### config.mk
export PLATFORM = sky130hd
export DESIGN_NAME = bnn_neuron_sequencer
export DESIGN_NICKNAME = d
export VERILOG_FILES = /design/src/rtl/bnn_pkg.sv /design/src/rtl/bnn_weight_ram.sv /design/src/rtl/bnn_neuron_sequencer.sv
export SDC_FILE = /design/constraint.sdc
export NUM_CORES = 1
export LEC_CHECK = 0
export CORE_MARGIN = 3
export CORE_UTILIZATION = 60
export CTS_BUF_LIST = sky130_fd_sc_hd__clkbuf_2
export CTS_CLUSTER_SIZE = 14
export DETAILED_ROUTE_END_ITERATION = 6
export GPL_ROUTABILITY_DRIVEN = 0
export MAX_ROUTING_LAYER = met4
export PLACE_DENSITY = 0.78
export SYNTH_ARGS = -nofsm -noshare
export SYNTH_HDL_FRONTEND = slang
export SYNTH_SLANG_ARGS = --single-unit
### constraint.sdc
create_clock -name clk -period 5.2 [get_ports clk]
set_input_delay 1.3 -clock clk [delete_from_list [all_inputs] [get_ports clk]]
set_output_delay 1.3 -clock clk [all_outputs]
set_load 0.005 [all_outputs]
### src/rtl/bnn_pkg.sv
// Shared types and helpers for the binary neuron sequencer.
package bnn_pkg;

  typedef enum logic [2:0] {IDLE, LOAD, CLEAR, STREAM, WAIT, OUTPUT} state_t;

  localparam int THRESH_W = 32;

  // Counter/address width that never collapses to zero bits.
  function automatic int clog2_min1(input int n);
    return (n <= 2) ? 1 : $clog2(n);
  endfunction

endpackage

### src/rtl/bnn_weight_ram.sv
// Simple dual-port weight store: one write port, one registered read port.
module bnn_weight_ram #(
  parameter int DW    = 8,
  parameter int DEPTH = 64,
  parameter int AW    = 6
) (
  input  logic          clk,
  input  logic          rst,
  input  logic          we,
  input  logic [AW-1:0] waddr,
  input  logic [DW-1:0] wdata,
  input  logic          re,
  input  logic [AW-1:0] raddr,
  output logic [DW-1:0] rdata
);

  logic [DW-1:0] mem [DEPTH];

  always_ff @(posedge clk) begin
    if (we) mem[waddr] <= wdata;
  end

  always_ff @(posedge clk or posedge rst) begin
    if (rst)     rdata <= '0;
    else if (re) rdata <= mem[raddr];
  end

endmodule

### src/rtl/bnn_neuron_sequencer.sv
// Buffers one input vector, streams (x, w) pairs per neuron to a shared
// XNOR/popcount processor and packs the per-neuron result bits.
module bnn_neuron_sequencer
  import bnn_pkg::*;
#(
  parameter int PARALLEL_INPUTS = 8,
  parameter int INPUT_WORDS     = 16,
  parameter int NUM_NEURONS     = 4
) (
  input  logic                                               clk,
  input  logic                                               rst,
  input  logic                                               w_we,
  input  logic [clog2_min1(NUM_NEURONS*INPUT_WORDS)-1:0]     w_addr,
  input  logic [PARALLEL_INPUTS-1:0]                         w_wdata,
  input  logic                                               thr_we,
  input  logic [clog2_min1(NUM_NEURONS)-1:0]                 thr_addr,
  input  logic [THRESH_W-1:0]                                thr_wdata,
  input  logic                                               in_valid,
  output logic                                               in_ready,
  input  logic [PARALLEL_INPUTS-1:0]                         in_data,
  output logic [PARALLEL_INPUTS-1:0]                         np_x,
  output logic [PARALLEL_INPUTS-1:0]                         np_w,
  output logic [THRESH_W-1:0]                                np_threshold,
  output logic                                               np_valid,
  output logic                                               np_eof,
  output logic                                               np_clear,
  input  logic                                               np_valid_out,
  input  logic                                               np_out,
  output logic                                               res_valid,
  input  logic                                               res_ready,
  output logic [NUM_NEURONS-1:0]                             res_data
);

  localparam int DEPTH = NUM_NEURONS * INPUT_WORDS;
  localparam int AW    = clog2_min1(DEPTH);
  localparam int NW    = clog2_min1(NUM_NEURONS);
  localparam int WCW   = clog2_min1(INPUT_WORDS);

  state_t                     state;
  logic [WCW-1:0]             word_cnt;
  logic [NW-1:0]              neuron_cnt;
  logic [PARALLEL_INPUTS-1:0] in_buf  [INPUT_WORDS];
  logic [THRESH_W-1:0]        thr_mem [NUM_NEURONS];

  logic          cfg_open, in_fire, emit, last_word, last_neuron, w_wr;
  logic [AW-1:0] rd_addr;

  assign cfg_open    = (state == IDLE) || (state == LOAD);
  assign in_fire     = in_valid && in_ready;
  // A word goes out on every edge leaving CLEAR and every STREAM edge until eof has been sent.
  assign emit        = (state == CLEAR) || ((state == STREAM) && !np_eof);
  assign last_word   = (word_cnt == WCW'(INPUT_WORDS - 1));
  assign last_neuron = (neuron_cnt == NW'(NUM_NEURONS - 1));
  assign w_wr        = w_we && cfg_open && (int'(w_addr) < DEPTH);
  assign rd_addr     = AW'(int'(neuron_cnt) * INPUT_WORDS + int'(word_cnt));

  always_ff @(posedge clk) begin
    if (in_fire) in_buf[word_cnt] <= in_data;
    if (thr_we && cfg_open && (int'(thr_addr) < NUM_NEURONS)) thr_mem[thr_addr] <= thr_wdata;
  end

  bnn_weight_ram #(
    .DW   (PARALLEL_INPUTS),
    .DEPTH(DEPTH),
    .AW   (AW)
  ) u_wram (
    .clk  (clk),
    .rst  (rst),
    .we   (w_wr),
    .waddr(w_addr),
    .wdata(w_wdata),
    .re   (emit),
    .raddr(rd_addr),
    .rdata(np_w)
  );

  always_ff @(posedge clk or posedge rst) begin
    if (rst) begin
      state        <= IDLE;
      word_cnt     <= '0;
      neuron_cnt   <= '0;
      in_ready     <= 1'b0;
      np_x         <= '0;
      np_threshold <= '0;
      np_valid     <= 1'b0;
      np_eof       <= 1'b0;
      np_clear     <= 1'b0;
      res_valid    <= 1'b0;
      res_data     <= '0;
    end else begin
      np_clear <= 1'b0;
      case (state)
        IDLE, LOAD: begin
          in_ready <= 1'b1;
          if (in_fire) begin
            if (last_word) begin
              state        <= CLEAR;
              word_cnt     <= '0;
              in_ready     <= 1'b0;
              np_clear     <= 1'b1;
              np_threshold <= thr_mem[neuron_cnt];
            end else begin
              state    <= LOAD;
              word_cnt <= word_cnt + 1'b1;
            end
          end
        end
        CLEAR, STREAM: begin
          if (emit) begin
            state    <= STREAM;
            np_x     <= in_buf[word_cnt];
            np_valid <= 1'b1;
            np_eof   <= last_word;
            word_cnt <= last_word ? '0 : word_cnt + 1'b1;
          end else begin
            state    <= WAIT;
            np_valid <= 1'b0;
            np_eof   <= 1'b0;
          end
        end
        WAIT: begin
          if (np_valid_out) begin
            res_data[neuron_cnt] <= np_out;
            if (last_neuron) begin
              state     <= OUTPUT;
              res_valid <= 1'b1;
            end else begin
              state        <= CLEAR;
              neuron_cnt   <= neuron_cnt + 1'b1;
              np_clear     <= 1'b1;
              np_threshold <= thr_mem[neuron_cnt + 1'b1];
            end
          end
        end
        OUTPUT: begin
          if (res_ready) begin
            state      <= IDLE;
            res_valid  <= 1'b0;
            res_data   <= '0;
            neuron_cnt <= '0;
            word_cnt   <= '0;
            in_ready   <= 1'b1;
          end
        end
        default: state <= IDLE;
      endcase
    end
  end

endmodule

==> impl_results.md <==
- ANT nets after route: 0
- Total power: around 0.016 W
- Syn Area/Cell: slightly below 20 um^2
- # setup viols final: 0
- Core Area: 54,500 um^2
- Worst Setup Start Kind: flop
- DIE AREA: roughly 59,000 um^2
- FF-to-FF path depth: 5
- Area grow syn2layout: 11.1%
- CTS H-tree depth: 4
- HP Class: primary input to async pin
- Worst path slowest cell: clkdlybuf4s50_1
- Layout cells sized above 1: 27.5%
- Port buffer count: between 100 and 150
- Final std cells w/o fill: approximately 2,900
- FF/Latch Area: 24,700 um^2
- Vias in the first global route: 18,200
- First-pass GRT wire length: ~110,000 um
- Number of setup buffers added after CTS: 0
- Post-synthesis sequential area ratio: ~74%
- Slew Viols, Final: 0
- Cell with the most instances after synthesis: edfxtp_1
- Global route total overflow: 0
- CP delay by family, top: buffers and inverters
- DR pass1 iterations: 7
- Ports: 121
- Total number of vias: ~18,000
- # hold bufs at CTS: 0
- Area occupied by multi-input gates: approximately 8200 um^2
- Crit path to: np_eof
- Worst IR drop on VDD: 0.323 mV
- Area leader, netlist: edfxtp_1
- Crit Path Category: flop to output pin
- Vias per cell: ~6.3
- Power Dens Cells: ~440 nW/um^2
- Clock slew at reported path FFs: ~110 ps
- Final Skew: ~96 ps
- R2R setup slack: about 1700 ps
- Yosys cell types: between 50 and 60
- WL/cell: around 26 um
- Fin. Hold Viols: 0
- GRT Total Usage: between 20% and 30%
- Tcrit/Tclk final: between 70% and 80%
- TritonCTS buffer count: approximately 200
- Clk_lat worst skew: 1390 ps
- Worst-margin pin slew: between 1000 and 1500 ps
- Post-Syn Nets: roughly 1,800
- Root Buffer: clkbuf_2
- Final Cell Area: between 30,000 and 40,000 um^2
- Max_slew headroom: between 10% and 20%
- Tmin final: approximately 3700 ps
- Synth Flop Type: edfxtp_1
- Setup TNS: 0 ps
- DRT iter0 DRCs: approximately 2,200
- Chip width: approximately 240 um
- Inst Count DP: 2,491
- Clk sinks: about 830
- Placed cell areas: around 35,000 um^2
- Commonest cells post-synth: 768 x edfxtp_1, 204 x mux4_2, 126 x nor2_1
- Fmax: between 200 and 300 MHz
- Fraction of registers with async set/reset: under 10%
- Worst-path fanout max: 6
- Clk buf depth: 3
- Cell area after synthesis: roughly 33,000 um^2
- Status: finished clean
- Max Cap Viol: 0
- Lkg Pwr: 12.2 nW
- Yosys warns: 0
- Largest net degree at the start of global routing: a little under 70
- Final HPWL DP: 44,800 um
- Worst EP arrival: about 2400 ps
- Layout fillers: approximately 3,600
- Unrepaired setup endpoints after global routing: false
- Instance count on the critical path: 1
- FF-to-FF Start: word_cnt[0]
- Critical Path Source: np_eof
- Number of antenna violations at the first check in global routing: 5
- Worst Setup End Kind: output pin
- FP Rows: 85
- Hold slack: approximately 360 ps
- CTS tree: done
- Critical Path Max Stage Delay: 590 ps
- Share of the synthesized area in the top cell type: ~69%
- DRC viols: 0
- Required time of the critical path: around 4000 ps
- Critical-path cell list: clkdlybuf4s50_1
- Synthesized instance count: 1,698
- Resized Gates After CTS: 0
- Synth area leaders: edfxtp_1 69%, mux4_2 14%, dfrtp_1 4.9%
- Critical R2R Capture: u_wram.rdata[5]
- Synthesized flop and latch total: between 800 and 900
- Die extent in y: between 200 and 250 um
- CP bufs+invs: 1
- Starting Density: between 60 and 70%
- Total length of routed wires: ~74,000 um
- Fin nets: around 2,000
- Number of synthesized flops with an enable pin: ~770
[through the flow]
step                utilization [%]  setup slack [ps]
global placement               64.8              1020
floorplan                         -               950
detailed placement             64.8               900
finish                         68.1              1480
global route                   68.1              1360
CTS                            68.1              1330
[routing by layer]
layer | track usage, % | routed length [um] | vias up
met1 | 36.3 | 28600 | 9187
met4 | 9.67 | 1930 | 0
met2 | 39.8 | 36100 | 1079
li1 | - | - | 7608
met3 | 6.14 | 7520 | 141
met5 | - | 0 | -
[cell type report]
class	instances	area share, %
Sequential cell	834	66.7
Timing Repair Buffer	155	3.87
Clock inverter	66	0.938
Clock buffer	291	3.93
Tap cell	739	2.49
Multi-Input combinational cell	756	22.0
Antenna cell	8	0.0540
Inverter	7	0.0708
[state kept, by name, summed over array words and instances, names as in the netlist]
register and cells:
in_buf 128, in_ready 1, res_valid 1, u_wram.mem 512, res_data 4, word_cnt 4, np_eof 1, neuron_cnt 2
u_wram.rdata 8, np_clear 1, np_valid 1, np_threshold 32, np_x 8, thr_mem 128, state 3
[layout by cell type (no fill, tap or decap), types with 9 or more instances in the layout]
| cell type | netlist | layout |
|---|---|---|
| a21oi_1 | 54 | 54 |
| a221oi_1 | 13 | 13 |
| a22oi_1 | 14 | 14 |
| buf_4 | 17 | 34 |
| clkbuf_2 | 0 | 291 |
| clkdlybuf4s50_1 | 0 | 112 |
| clkinv_1 | 1 | 50 |
| clkinv_2 | 0 | 9 |
| dfrtp_1 | 66 | 61 |
| edfxtp_1 | 768 | 768 |
| mux2i_1 | 110 | 110 |
| mux4_2 | 204 | 204 |
| nand2_1 | 72 | 72 |
| nand3_1 | 13 | 13 |
| nor2_1 | 126 | 125 |
| nor2b_1 | 10 | 10 |
| nor3_1 | 14 | 12 |
| o21ai_0 | 16 | 16 |
| o221ai_1 | 12 | 12 |
[cell families (layout without fill, tap and decap cells)]
kind of cell / count (synthesis) / in the layout / share of synthesized area, %
other cells: 0 / 8 / 0
flops: 834 / 834 / 74.0
mux: 321 / 321 / 17.3
buf+inv: 108 / 519 / 1.66
fa+ha+maj: 8 / 8 / 0.300
compound gates: 150 / 150 / 3.03
simple gates: 277 / 277 / 3.72
[worst min-delay path by stage]
| stage | end | slack [ps] |
|---|---|---|
| 2_1_floorplan | np_x[0] | 470 |
| 3_3_place_gp | np_x[3] | 460 |
| 3_5_place_dp | np_x[1] | 460 |
| 4_1_cts | np_threshold[14] | 240 |
| 5_1_grt | u_wram.mem[51][7] | 300 |
| 6_report | np_threshold[17] | 360 |
[where the power goes]
| group | total (W) | internal, W | leakage (nW) | switching, W |
|---|---|---|---|---|
| clock | 0.00418 | 0.00165 | 1.38 | 0.00253 |
| sequential | 0.00813 | 0.00769 | 7.74 | 0.000436 |
| combinational | 0.00394 | 0.00194 | 3.11 | 0.00200 |
| total | 0.0162 | 0.0113 | 12.2 | 0.00496 |
Note: power is estimated with default switching activity, not from simulation.
